File: src/rtl/arm_pkg.sv
// Shared definitions for the multicycle ARM-subset control unit.
// Holds the controller state encoding, ALUControl codes, data-processing
// cmd encodings, instruction op classes and NZCV flag bit positions
// (ALUFlags ordering: [3]=Z, [2]=N, [1]=C, [0]=V).
package arm_pkg;

    typedef enum logic [3:0] {
        FETCH  = 4'd0,
        DECODE = 4'd1,
        MEMADR = 4'd2,
        MEMRD  = 4'd3,
        MEMWB  = 4'd4,
        MEMWR  = 4'd5,
        EXECR  = 4'd6,
        EXECI  = 4'd7,
        ALUWB  = 4'd8,
        BRANCH = 4'd9,
        UNDEF  = 4'd10
    } state_t;

    localparam logic [1:0] ALU_ADD = 2'b00;
    localparam logic [1:0] ALU_SUB = 2'b01;
    localparam logic [1:0] ALU_AND = 2'b10;
    localparam logic [1:0] ALU_ORR = 2'b11;

    localparam logic [3:0] CMD_AND = 4'b0000;
    localparam logic [3:0] CMD_SUB = 4'b0010;
    localparam logic [3:0] CMD_ADD = 4'b0100;
    localparam logic [3:0] CMD_CMP = 4'b1010;
    localparam logic [3:0] CMD_ORR = 4'b1100;

    localparam logic [1:0] OP_DP  = 2'b00;
    localparam logic [1:0] OP_MEM = 2'b01;
    localparam logic [1:0] OP_BR  = 2'b10;

    localparam int FLAG_Z = 3;
    localparam int FLAG_N = 2;
    localparam int FLAG_C = 1;
    localparam int FLAG_V = 0;

endpackage

File: src/rtl/arm_cond_unit.sv
// NZCV flag register and ARM condition-code evaluation.
// Ports:
//   i_clk, i_rst_n    : clock, asynchronous active-low reset (flags clear to 0)
//   i_cond            : condition field Instr[31:28]
//   i_alu_flags       : {Z,N,C,V} from the ALU
//   i_flag_write      : [1] loads N,Z; [0] loads C,V (already gated by caller)
//   o_cond_ex         : condition passes against the stored flags
module arm_cond_unit
    import arm_pkg::*;
(
    input  logic       i_clk,
    input  logic       i_rst_n,
    input  logic [3:0] i_cond,
    input  logic [3:0] i_alu_flags,
    input  logic [1:0] i_flag_write,
    output logic       o_cond_ex
);

    logic [3:0] r_flags;
    logic       w_z, w_n, w_c, w_v;

    always_ff @(posedge i_clk or negedge i_rst_n) begin
        if (!i_rst_n) begin
            r_flags <= 4'b0000;
        end else begin
            if (i_flag_write[1]) begin
                r_flags[FLAG_Z] <= i_alu_flags[FLAG_Z];
                r_flags[FLAG_N] <= i_alu_flags[FLAG_N];
            end
            if (i_flag_write[0]) begin
                r_flags[FLAG_C] <= i_alu_flags[FLAG_C];
                r_flags[FLAG_V] <= i_alu_flags[FLAG_V];
            end
        end
    end

    assign w_z = r_flags[FLAG_Z];
    assign w_n = r_flags[FLAG_N];
    assign w_c = r_flags[FLAG_C];
    assign w_v = r_flags[FLAG_V];

    always_comb begin
        o_cond_ex = 1'b0;
        case (i_cond)
            4'b0000: o_cond_ex = w_z;
            4'b0001: o_cond_ex = ~w_z;
            4'b0010: o_cond_ex = w_c;
            4'b0011: o_cond_ex = ~w_c;
            4'b0100: o_cond_ex = w_n;
            4'b0101: o_cond_ex = ~w_n;
            4'b0110: o_cond_ex = w_v;
            4'b0111: o_cond_ex = ~w_v;
            4'b1000: o_cond_ex = w_c & ~w_z;
            4'b1001: o_cond_ex = ~w_c | w_z;
            4'b1010: o_cond_ex = ~(w_n ^ w_v);
            4'b1011: o_cond_ex = w_n ^ w_v;
            4'b1100: o_cond_ex = ~w_z & ~(w_n ^ w_v);
            4'b1101: o_cond_ex = w_z | (w_n ^ w_v);
            4'b1110: o_cond_ex = 1'b1;
            default: o_cond_ex = 1'b0;  // 1111 never executes
        endcase
    end

endmodule

File: src/rtl/arm_mc_controller.sv
// Multicycle control unit for the ARM-subset processor. Sequences each
// instruction through the FSM, drives all datapath selects/enables, owns
// the NZCV flags (via arm_cond_unit) and counts retired instructions.
// Ports:
//   clk, reset          : clock, asynchronous active-low reset
//   Instr[19:0]         : instruction bits [31:12]
//   ALUFlags[3:0]       : {Z,N,C,V} from the ALU
//   mem_ready           : memory access completes this cycle
//   PCWrite, IRWrite, RegWrite, MemWrite : write enables (0 while in reset)
//   AdrSrc, ALUSrcA, ALUSrcB, ResultSrc, RegSrc, ImmSrc : datapath selects
//   ALUControl          : 00 ADD, 01 SUB, 10 AND, 11 ORR
//   instret             : retired-instruction count, wraps
//   state               : current FSM state for debug
module arm_mc_controller
    import arm_pkg::*;
#(
    parameter bit WAIT_EN   = 1'b1,
    parameter bit CMP_EN    = 1'b1,
    parameter int INSTRET_W = 32
) (
    input  logic                 clk,
    input  logic                 reset,
    input  logic [19:0]          Instr,
    input  logic [3:0]           ALUFlags,
    input  logic                 mem_ready,
    output logic                 PCWrite,
    output logic                 IRWrite,
    output logic                 RegWrite,
    output logic                 MemWrite,
    output logic                 AdrSrc,
    output logic                 ALUSrcA,
    output logic [1:0]           ALUSrcB,
    output logic [1:0]           ResultSrc,
    output logic [1:0]           RegSrc,
    output logic [1:0]           ImmSrc,
    output logic [1:0]           ALUControl,
    output logic [INSTRET_W-1:0] instret,
    output logic [3:0]           state
);

    state_t                 r_state, w_next;
    logic [INSTRET_W-1:0]   r_instret;
    logic [1:0]             w_op;
    logic [3:0]             w_cmd;
    logic                   w_i, w_sl, w_ready, w_cond_ex;
    logic                   w_cmd_ok, w_is_cmp, w_arith;
    logic [1:0]             w_alu_ctl, w_flag_raw, w_flag_write;
    logic                   w_flag_en, w_retire;
    logic                   w_pc_we, w_ir_we, w_reg_we, w_mem_we;
    logic                   w_unused_instr;

    assign w_op  = Instr[15:14];
    assign w_i   = Instr[13];
    assign w_cmd = Instr[12:9];
    assign w_sl  = Instr[8];     // S bit for data-processing, L bit for memory
    assign w_unused_instr = ^Instr[7:0];

    assign w_ready = mem_ready | ~WAIT_EN;

    always_comb begin
        w_cmd_ok  = 1'b1;
        w_is_cmp  = 1'b0;
        w_arith   = 1'b0;
        w_alu_ctl = ALU_ADD;
        case (w_cmd)
            CMD_ADD: begin w_alu_ctl = ALU_ADD; w_arith = 1'b1; end
            CMD_SUB: begin w_alu_ctl = ALU_SUB; w_arith = 1'b1; end
            CMD_AND: w_alu_ctl = ALU_AND;
            CMD_ORR: w_alu_ctl = ALU_ORR;
            CMD_CMP: begin
                w_cmd_ok  = CMP_EN;
                w_alu_ctl = ALU_SUB;
                w_is_cmp  = 1'b1;
                w_arith   = 1'b1;
            end
            default: w_cmd_ok = 1'b0;
        endcase
    end

    // CMP writes all flags regardless of S; logic ops only touch N,Z.
    assign w_flag_raw[1] = w_sl | w_is_cmp;
    assign w_flag_raw[0] = w_arith & (w_sl | w_is_cmp);
    assign w_flag_write  = w_flag_en ? (w_flag_raw & {2{w_cond_ex}}) : 2'b00;

    arm_cond_unit u_cond (
        .i_clk        (clk),
        .i_rst_n      (reset),
        .i_cond       (Instr[19:16]),
        .i_alu_flags  (ALUFlags),
        .i_flag_write (w_flag_write),
        .o_cond_ex    (w_cond_ex)
    );

    always_ff @(posedge clk or negedge reset) begin
        if (!reset) r_state <= FETCH;
        else        r_state <= w_next;
    end

    always_comb begin
        w_next     = r_state;
        w_pc_we    = 1'b0;
        w_ir_we    = 1'b0;
        w_reg_we   = 1'b0;
        w_mem_we   = 1'b0;
        w_flag_en  = 1'b0;
        AdrSrc     = 1'b0;
        ALUSrcA    = 1'b0;
        ALUSrcB    = 2'b00;
        ResultSrc  = 2'b00;
        ALUControl = ALU_ADD;
        case (r_state)
            FETCH: begin
                ALUSrcA   = 1'b1;
                ALUSrcB   = 2'b10;
                ResultSrc = 2'b10;
                if (w_ready) begin
                    w_ir_we = 1'b1;
                    w_pc_we = 1'b1;
                    w_next  = DECODE;
                end
            end
            DECODE: begin
                ALUSrcA   = 1'b1;
                ALUSrcB   = 2'b10;
                ResultSrc = 2'b10;
                case (w_op)
                    OP_MEM:  w_next = MEMADR;
                    OP_DP:   w_next = !w_cmd_ok ? UNDEF : (w_i ? EXECI : EXECR);
                    OP_BR:   w_next = BRANCH;
                    default: w_next = UNDEF;
                endcase
            end
            MEMADR: begin
                ALUSrcB = 2'b01;
                w_next  = w_sl ? MEMRD : MEMWR;
            end
            MEMRD: begin
                AdrSrc = 1'b1;
                if (w_ready) w_next = MEMWB;
            end
            MEMWB: begin
                ResultSrc = 2'b01;
                w_reg_we  = w_cond_ex;
                w_next    = FETCH;
            end
            MEMWR: begin
                // Write strobe is held through wait states.
                AdrSrc   = 1'b1;
                w_mem_we = w_cond_ex;
                if (w_ready) w_next = FETCH;
            end
            EXECR: begin
                ALUControl = w_alu_ctl;
                w_flag_en  = 1'b1;
                w_next     = ALUWB;
            end
            EXECI: begin
                ALUSrcB    = 2'b01;
                ALUControl = w_alu_ctl;
                w_flag_en  = 1'b1;
                w_next     = ALUWB;
            end
            ALUWB: begin
                w_reg_we = w_cond_ex & ~w_is_cmp;
                w_next   = FETCH;
            end
            BRANCH: begin
                ALUSrcB   = 2'b01;
                ResultSrc = 2'b10;
                w_pc_we   = w_cond_ex;
                w_next    = FETCH;
            end
            UNDEF:   w_next = FETCH;
            default: w_next = FETCH;
        endcase
    end

    // Enables are combinational from state, so gate them with the reset pin
    // to keep them low for the whole time reset is asserted.
    assign PCWrite  = w_pc_we  & reset;
    assign IRWrite  = w_ir_we  & reset;
    assign RegWrite = w_reg_we & reset;
    assign MemWrite = w_mem_we & reset;

    assign RegSrc = {(w_op == OP_MEM) & ~w_sl, (w_op == OP_BR)};
    assign ImmSrc = w_op;

    assign w_retire = (w_next == FETCH) &&
                      (r_state inside {ALUWB, MEMWB, MEMWR, BRANCH});

    always_ff @(posedge clk or negedge reset) begin
        if (!reset)        r_instret <= '0;
        else if (w_retire) r_instret <= r_instret + INSTRET_W'(1);
    end

    assign instret = r_instret;
    assign state   = r_state;

endmodule
File: config.mk
export PLATFORM = sky130hd
export DESIGN_NAME = arm_mc_controller
export DESIGN_NICKNAME = d
export VERILOG_FILES = /design/src/rtl/arm_pkg.sv /design/src/rtl/arm_cond_unit.sv /design/src/rtl/arm_mc_controller.sv
export SDC_FILE = /design/constraint.sdc
export NUM_CORES = 1
export LEC_CHECK = 0
export BUFFER_PORTS_ARGS = -buffer_cell sky130_fd_sc_hd__buf_4
export CAP_MARGIN = 0
export CORE_UTILIZATION = 46
export DETAILED_ROUTE_END_ITERATION = 10
export PLACE_DENSITY = 0.77
export SYNTH_ARGS = -nofsm -noshare
export SYNTH_HDL_FRONTEND = slang
export SYNTH_SLANG_ARGS = --single-unit
File: constraint.sdc
create_clock -name clk -period 2 [get_ports clk]
set_input_delay 0.2 -clock clk [delete_from_list [all_inputs] [get_ports clk]]
set_output_delay 0.2 -clock clk [all_outputs]
set_load 0.01 [all_outputs]
==> flow_metrics.env, run 1 <==
export IMPL_status="finished, violations left"
export IMPL_violations="negative setup slack"
export IMPL_finalSetupTns_ns=-2.56
export IMPL_fin_ws_ns=-0.308
export IMPL_grt_remaining_overflow=0
export IMPL_yosys_area_top_type="dfrtp_1"
export IMPL_clock_root_buffer="clkbuf_8"
export IMPL_area_growth_pct=54.2
export IMPL_pre_cts_slack_ns=-0.0791
export IMPL_drive_above_1_share_pct=51.3
export IMPL_critPathCaptureType="output pin"
export IMPL_cp_max_fo=4
export IMPL_reg2regPathDepth=9
export IMPL_clk_latency_ns=0.29
export IMPL_hold_depth=2
export IMPL_ant_nets=0
export IMPL_grt_pass1_wl_mm=9.22
export IMPL_cts_sinks=40
export IMPL_yosys_warnings=0
export IMPL_syn_instance_count=232
export IMPL_min_period_ns=2.31
export IMPL_portBuffers=70
export IMPL_irDropWorstVdd_mv=0.596
export IMPL_rrSetupSlack_ns=-0.21
export IMPL_nets=368
export IMPL_ios=79
export IMPL_routed_via_count=2272
export IMPL_grt_start_max_net_pins=27
export IMPL_synth_cell_types=57
export IMPL_path_clk_slew_ns=0.07
export IMPL_drt_initial_drc_count=140
export IMPL_antennaDiodeCount=0
export IMPL_hp_class="in2reg"
export IMPL_cp_required_ns=1.80
export IMPL_dieArea_um2=5410
export IMPL_core_um2=4820
export IMPL_ctsHtreeMaxLevel=2
export IMPL_skew_ns=0.00336
export IMPL_min_to="u_cond.r_flags[2]$_DFFE_PN0P_"
export IMPL_setup_viol=30
export IMPL_slew_viol_final=0
export IMPL_numCtsBuffers=5
export IMPL_path_class="reg2out"
export IMPL_via_per_inst=5.57
export IMPL_ys_ff_latch=40
export IMPL_cap_viol_max_count=0
export IMPL_synth_edff_count=0
export IMPL_finalHoldViolCount=0
export IMPL_worst_pin_slew_ns=0.687
export IMPL_wirelength_mm=6.70
export IMPL_grt_pass1_vias=1994
export IMPL_die_width_um=73.6
export IMPL_holdWs_ns=0.141
export IMPL_p_per_area_nw_per_um2=1030
export IMPL_drcViolationCount=0
export IMPL_rr_endpoint="u_cond.r_flags[0]$_DFFE_PN0P_"
export IMPL_antenna_found_initial=0
export IMPL_r2r_start="u_cond.r_flags[2]$_DFFE_PN0P_"
export IMPL_synth_area_top_cells="dfrtp_1 (42%), xnor2_1 (11%), nand4_1 (4.0%), nand3_1 (2.8%), mux2_2 (2.4%)"
export IMPL_wl_per_cell_um=16.4
export IMPL_worstHoldStart="ALUFlags[2]"
export IMPL_syn_avg_cell_area_um2=10.2
export IMPL_rsz0062_at_grt="true"
export IMPL_cts_tree="done"
export IMPL_fp_dieH_um=73.6
export IMPL_critPathArrivalTime_ns=2.11
export IMPL_place_gp_congestion=0.798
export IMPL_fmax_mhz=433
export IMPL_async_flop_share_pct=100
export IMPL_cp_startpoint="u_cond.r_flags[2]$_DFFE_PN0P_"
export IMPL_cts_max_path_buffers=2
export IMPL_dpl_instance_area_um2=3090
export IMPL_syn_cell_area_um2=2360
export IMPL_synth_flop_cell="dfrtp_1"
export IMPL_start_util_pct=48.9
export IMPL_startpoint_type="flop"
export IMPL_synth_nets=260
export IMPL_core_rowCount=25
export IMPL_hpwlAfterDp_mm=4.05
export IMPL_fillers=333
export IMPL_seq_area_frac_synth_pct=42.5
export IMPL_slew_headroom_pct=54.0
export IMPL_dr_pass1_iters=4
export IMPL_min_period_over_period_pct=115
export IMPL_p_leak_nw=1.65
export IMPL_stdcell_area_um2=3640
export IMPL_grt_usage_pct=22.9
export IMPL_synth_top_area_share_pct=42.5
-- cells in the mapped netlist, types with 3 or more instances --
cell type  number
and2_1          5
and3_1          4
buf_2           8
dfrtp_1        40
inv_1           9
mux2_2          5
nand2_1        13
nand3_1        13
nand4_1        15
nor2_1         10
nor2b_1         5
nor3_1          6
nor3b_1         3
nor4_1          4
nor4b_1         3
o21ai_0         4
xnor2_1        30
xor2_1          5
-- worst max-delay path by stage --
stage                               to  depth (start not counted)  slack (ns)
6_report                      RegWrite                          7       -0.31
3_3_place_gp                  RegWrite                          7       -0.05
5_1_grt                       RegWrite                          7       -0.38
3_5_place_dp                  RegWrite                          7       -0.08
4_1_cts                       RegWrite                          7       -0.29
2_1_floorplan  instret[11]$_DFFE_PN0P_                          8      -0.001
-- final cells by class --
type / count / area [um2] / share of cell area, %
tap: 67 / 83.8 / 2.31
timing repair buffer: 115 / 916 / 25.2
clock buffer: 8 / 90.1 / 2.48
inverter: 9 / 33.8 / 0.929
multi-input combinational: 169 / 1510 / 41.4
sequential: 40 / 1010 / 27.7
-- cell usage in the layout, fill, tap and decap left out, drive strengths merged, types with 3 or more instances in the layout --
| master | instances |
|---|---|
| inv | 9 |
| o21ai | 4 |
| nand4 | 15 |
| nand3 | 13 |
| buf | 112 |
| nand2 | 13 |
| nand2b | 4 |
| clkbuf | 9 |
| mux2 | 5 |
| nor4 | 5 |
| a211oi | 4 |
| nor4b | 3 |
| xnor2 | 30 |
| and2 | 5 |
| nor3b | 4 |
| dfrtp | 40 |
| nor2b | 6 |
| xor2 | 5 |
| and3 | 4 |
| nor3 | 7 |
| nor2 | 10 |
-- kinds of logic (layout without fill, tap and decap cells) --
group           Yosys count  count (layout)  synth area share [%]
compound gates           25              25                  9.02
mux                       6               6                  2.81
buf+inv                  23             132                  4.72
simple gates            102             102                  27.4
xor+xnor                 35              35                  13.0
fa+ha+maj                 1               1                 0.531
flops                    40              40                  42.5
-- flip-flops by register name, indices dropped and copies added, names as in the netlist --
register and cells:
instret 32, u_cond.r_flags 4, state 4
-- worst max-delay path: stages (launching register included) --
cell     delay (ns)
dfrtp_1        0.43
xor2_1         0.18
or3_1          0.31
a31oi_1        0.17
a311o_1        0.20
nand2_1        0.11
nor4b_2        0.25
buf_4          0.17
-- where the power goes --
group          internal [W]  total, W  switching (W)
sequential         0.000928   0.00108       0.000154
combinational       0.00108   0.00210        0.00102
clock              0.000281  0.000556       0.000275
total               0.00229   0.00374        0.00144
-- through the flow --
step	utilization [%]	cells	total power [W]
after floorplan	-	232	0.00196
after global placement	64.2	381	0.00258
after detailed placement	64.2	381	0.00260
after CTS	69.6	400	0.00339
after global routing	75.5	408	0.00390
final	75.5	408	0.00374
-- timing repair --
action | CTS | global route
gates cloned | 0 | 1
setup endpoints to repair | 32 | 42
gates resized for setup | 17 | 46
hold endpoints to repair | 14 | 0
hold buffers | 2 | 0
pin swaps | 10 | 33
buffers inserted | 9 | 9
-- layer usage --
layer  GRT usage [%]  part of all wire, %  vias to the layer above
li1                -                    -                     1043
met3            5.21                  5.0                       13
met2            39.8                   53                       83
met1            28.3                   40                     1133
met5               0                    0                        -
met4            7.05                  1.9                        0
Note: power is estimated with default switching activity, not from simulation.
==> run 2: changes to the inputs <==
Settings changed: CELL_PAD_IN_SITES_DETAIL_PLACEMENT set to 0, CELL_PAD_IN_SITES_GLOBAL_PLACEMENT set to 2, CORE_UTILIZATION 46 to 27, PLACE_DENSITY 0.77 to not set, PLACE_DENSITY_LB_ADDON set to 0.1.
==> flow_metrics.env, run 2 (same netlist as run 1, synthesis figures left out) <==
export IMPL_ios=79
export IMPL_ant_nets=0
export IMPL_final_cell_mix="buf_4 (118), dfrtp_1 (36), xnor2_1 (23), nand4_1 (15)"
export IMPL_rsz0062_at_grt="true"
export IMPL_cpMaxStageDelayCell="dfrtp_1"
export IMPL_core_rowCount=33
export IMPL_dpl_instance_area_um2=3230
export IMPL_wirelength_mm=6.72
export IMPL_setup_viol=36
export IMPL_totalPowerFinal_w=0.00406
export IMPL_portBuffers=70
export IMPL_area_growth_pct=65.3
export IMPL_drcViolationCount=0
export IMPL_routed_via_count=2220
export IMPL_critPathCaptureType="output pin"
export IMPL_dr_pass1_iters=4
export IMPL_ctsHtreeMaxLevel=2
export IMPL_fin_ws_ns=-0.310
export IMPL_grt_pass1_wl_mm=10.5
export IMPL_cap_viol_max_count=0
export IMPL_grt_pass1_vias=2152
export IMPL_p_per_area_nw_per_um2=1040
export IMPL_holdWs_ns=0.134
export IMPL_antenna_found_initial=0
export IMPL_cp_num_buf_inv=1
export IMPL_fmax_mhz=433
export IMPL_skew_ns=0.00652
export IMPL_drt_initial_drc_count=34
export IMPL_largest_reg_flops=32
export IMPL_dieArea_um2=9110
export IMPL_fp_dieH_um=95.4
export IMPL_worst_pin_slew_ns=0.366
export IMPL_clock_root_buffer="clkbuf_8"
export IMPL_cp_max_fo=4
export IMPL_slew_viol_final=0
export IMPL_slew_headroom_pct=75.5
export IMPL_crit_family="simple AND/OR/NAND/NOR gates"
export IMPL_path_clk_slew_ns=0.08
export IMPL_violations="negative setup slack"
export IMPL_start_util_pct=28.3
export IMPL_die_width_um=95.4
export IMPL_p_leak_nw=1.79
export IMPL_stdcell_area_um2=3900
export IMPL_grt_usage_pct=15.0
export IMPL_final_common_cell="buf_4"
export IMPL_critPathArrivalTime_ns=2.11
export IMPL_status="finished, violations left"
export IMPL_grt_remaining_overflow=0
export IMPL_core_um2=8340
export IMPL_max_stage_delay_ns=0.43
export IMPL_place_gp_congestion=0.781
export IMPL_cts_sinks=40
export IMPL_drive_above_1_share_pct=54.3
export IMPL_cts_max_path_buffers=2
export IMPL_wl_per_cell_um=14.5
export IMPL_via_per_inst=4.78
export IMPL_hp_class="in2reg"
export IMPL_antennaDiodeCount=0
export IMPL_hpwlAfterDp_mm=4.70
export IMPL_cts_tree="done"
export IMPL_startpoint_type="flop"
export IMPL_path_class="reg2out"
export IMPL_crit_chain="xor2_1 > or3_1 > a31oi_1 > a311o_1 > nand2_2 > nor4b_4 > buf_4"
export IMPL_finalHoldViolCount=0
export IMPL_cp_required_ns=1.80
export IMPL_grt_start_max_net_pins=19
export IMPL_clk_latency_ns=0.29
export IMPL_irDropWorstVdd_mv=0.398
export IMPL_finalSetupTns_ns=-3.28
export IMPL_min_period_over_period_pct=115
export IMPL_min_period_ns=2.31
export IMPL_numCtsBuffers=5
export IMPL_rrSetupSlack_ns=-0.21
export IMPL_nets=386
## run 2: cell types whose count changed in the layout (fill, tap and decap cells not counted), moves of 2 or more
| cell | change |
|---|---|
| xnor2_2 | +3 |
| nand3_4 | +3 |
| clkinvlp_4 | +2 |
| buf_6 | -2 |
| nor4_2 | -2 |
| buf_4 | +17 |
| xnor2_1 | -3 |
| nand3_2 | -3 |
| buf_12 | +3 |
| clkbuf_1 | -2 |
## run 2: path summary, 6_finish.rpt
kind,startpoint,to,cells after the start
setup / recovery,u_cond.r_flags[2]$_DFFE_PN0P_,RegWrite,7
hold / removal,ALUFlags[2],u_cond.r_flags[2]$_DFFE_PN0P_,2
setup reg to reg,u_cond.r_flags[2]$_DFFE_PN0P_,u_cond.r_flags[1]$_DFFE_PN0P_,9
hold reg to reg,instret[31]$_DFFE_PN0P_,instret[31]$_DFFE_PN0P_,1
max in group asynchronous,reset,state[3]$_DFF_PN0_,3
min in group asynchronous,reset,instret[31]$_DFFE_PN0P_,2
## run 2: cell type report
cell class | instances | area [um2]
fillers | 840 | 4440
multi-input cells | 169 | 1520
repair buffers | 133 | 1110
flip-flops and latches | 40 | 1010
well taps | 105 | 131
clock buffers | 6 | 82.6
inverters | 9 | 33.8
clock inverters | 2 | 15.0
## run 2: power by group
group / internal [W] / total, W / switching, W / leakage [nW]
clock: 0.000280 / 0.000580 / 0.000301 / 0.0434
sequential: 0.000927 / 0.00108 / 0.000154 / 0.535
combinational: 0.00136 / 0.00240 / 0.00104 / 1.22
total: 0.00256 / 0.00406 / 0.00150 / 1.79
## run 2: metal layers
| metal | part of all wire [%] | GRT usage [%] | vias to the layer above |
|---|---|---|---|
| met5 | 0 | 0 | - |
| met4 | 1.1 | 4.23 | 0 |
| met3 | 5.3 | 3.19 | 6 |
| met2 | 48 | 25.0 | 53 |
| met1 | 46 | 19.6 | 1086 |
| li1 | - | - | 1075 |
## run 2: metrics by stage
step                std cells  setup slack (ns)  utilization, %
floorplan                 232          -0.00111               -
global placement          430            -0.153            38.8
detailed placement        430            -0.175            38.8
CTS                       455            -0.361            43.5
global route              464            -0.472            46.7
finish                    464            -0.310            46.7
## run 2: worst register-to-register path, stage by stage, from the launching register on
cell and delay, ns:
dfrtp_1 0.43, buf_4 0.16, nor4b_1 0.13, o31ai_1 0.19, o31ai_1 0.11, a311o_1 0.38
buf_4 0.15, buf_6 0.12, o2111ai_4 0.11, mux2_4 0.32
## run 2: repair_timing
action | CTS | global route
hold buffers | 1 | 0
endpoints found under the setup margin | 37 | 41
hold endpoints to repair | 14 | 0
buffers inserted | 15 | 11
resized for setup | 28 | 39
cloned | 1 | 0
pin swaps | 20 | 21
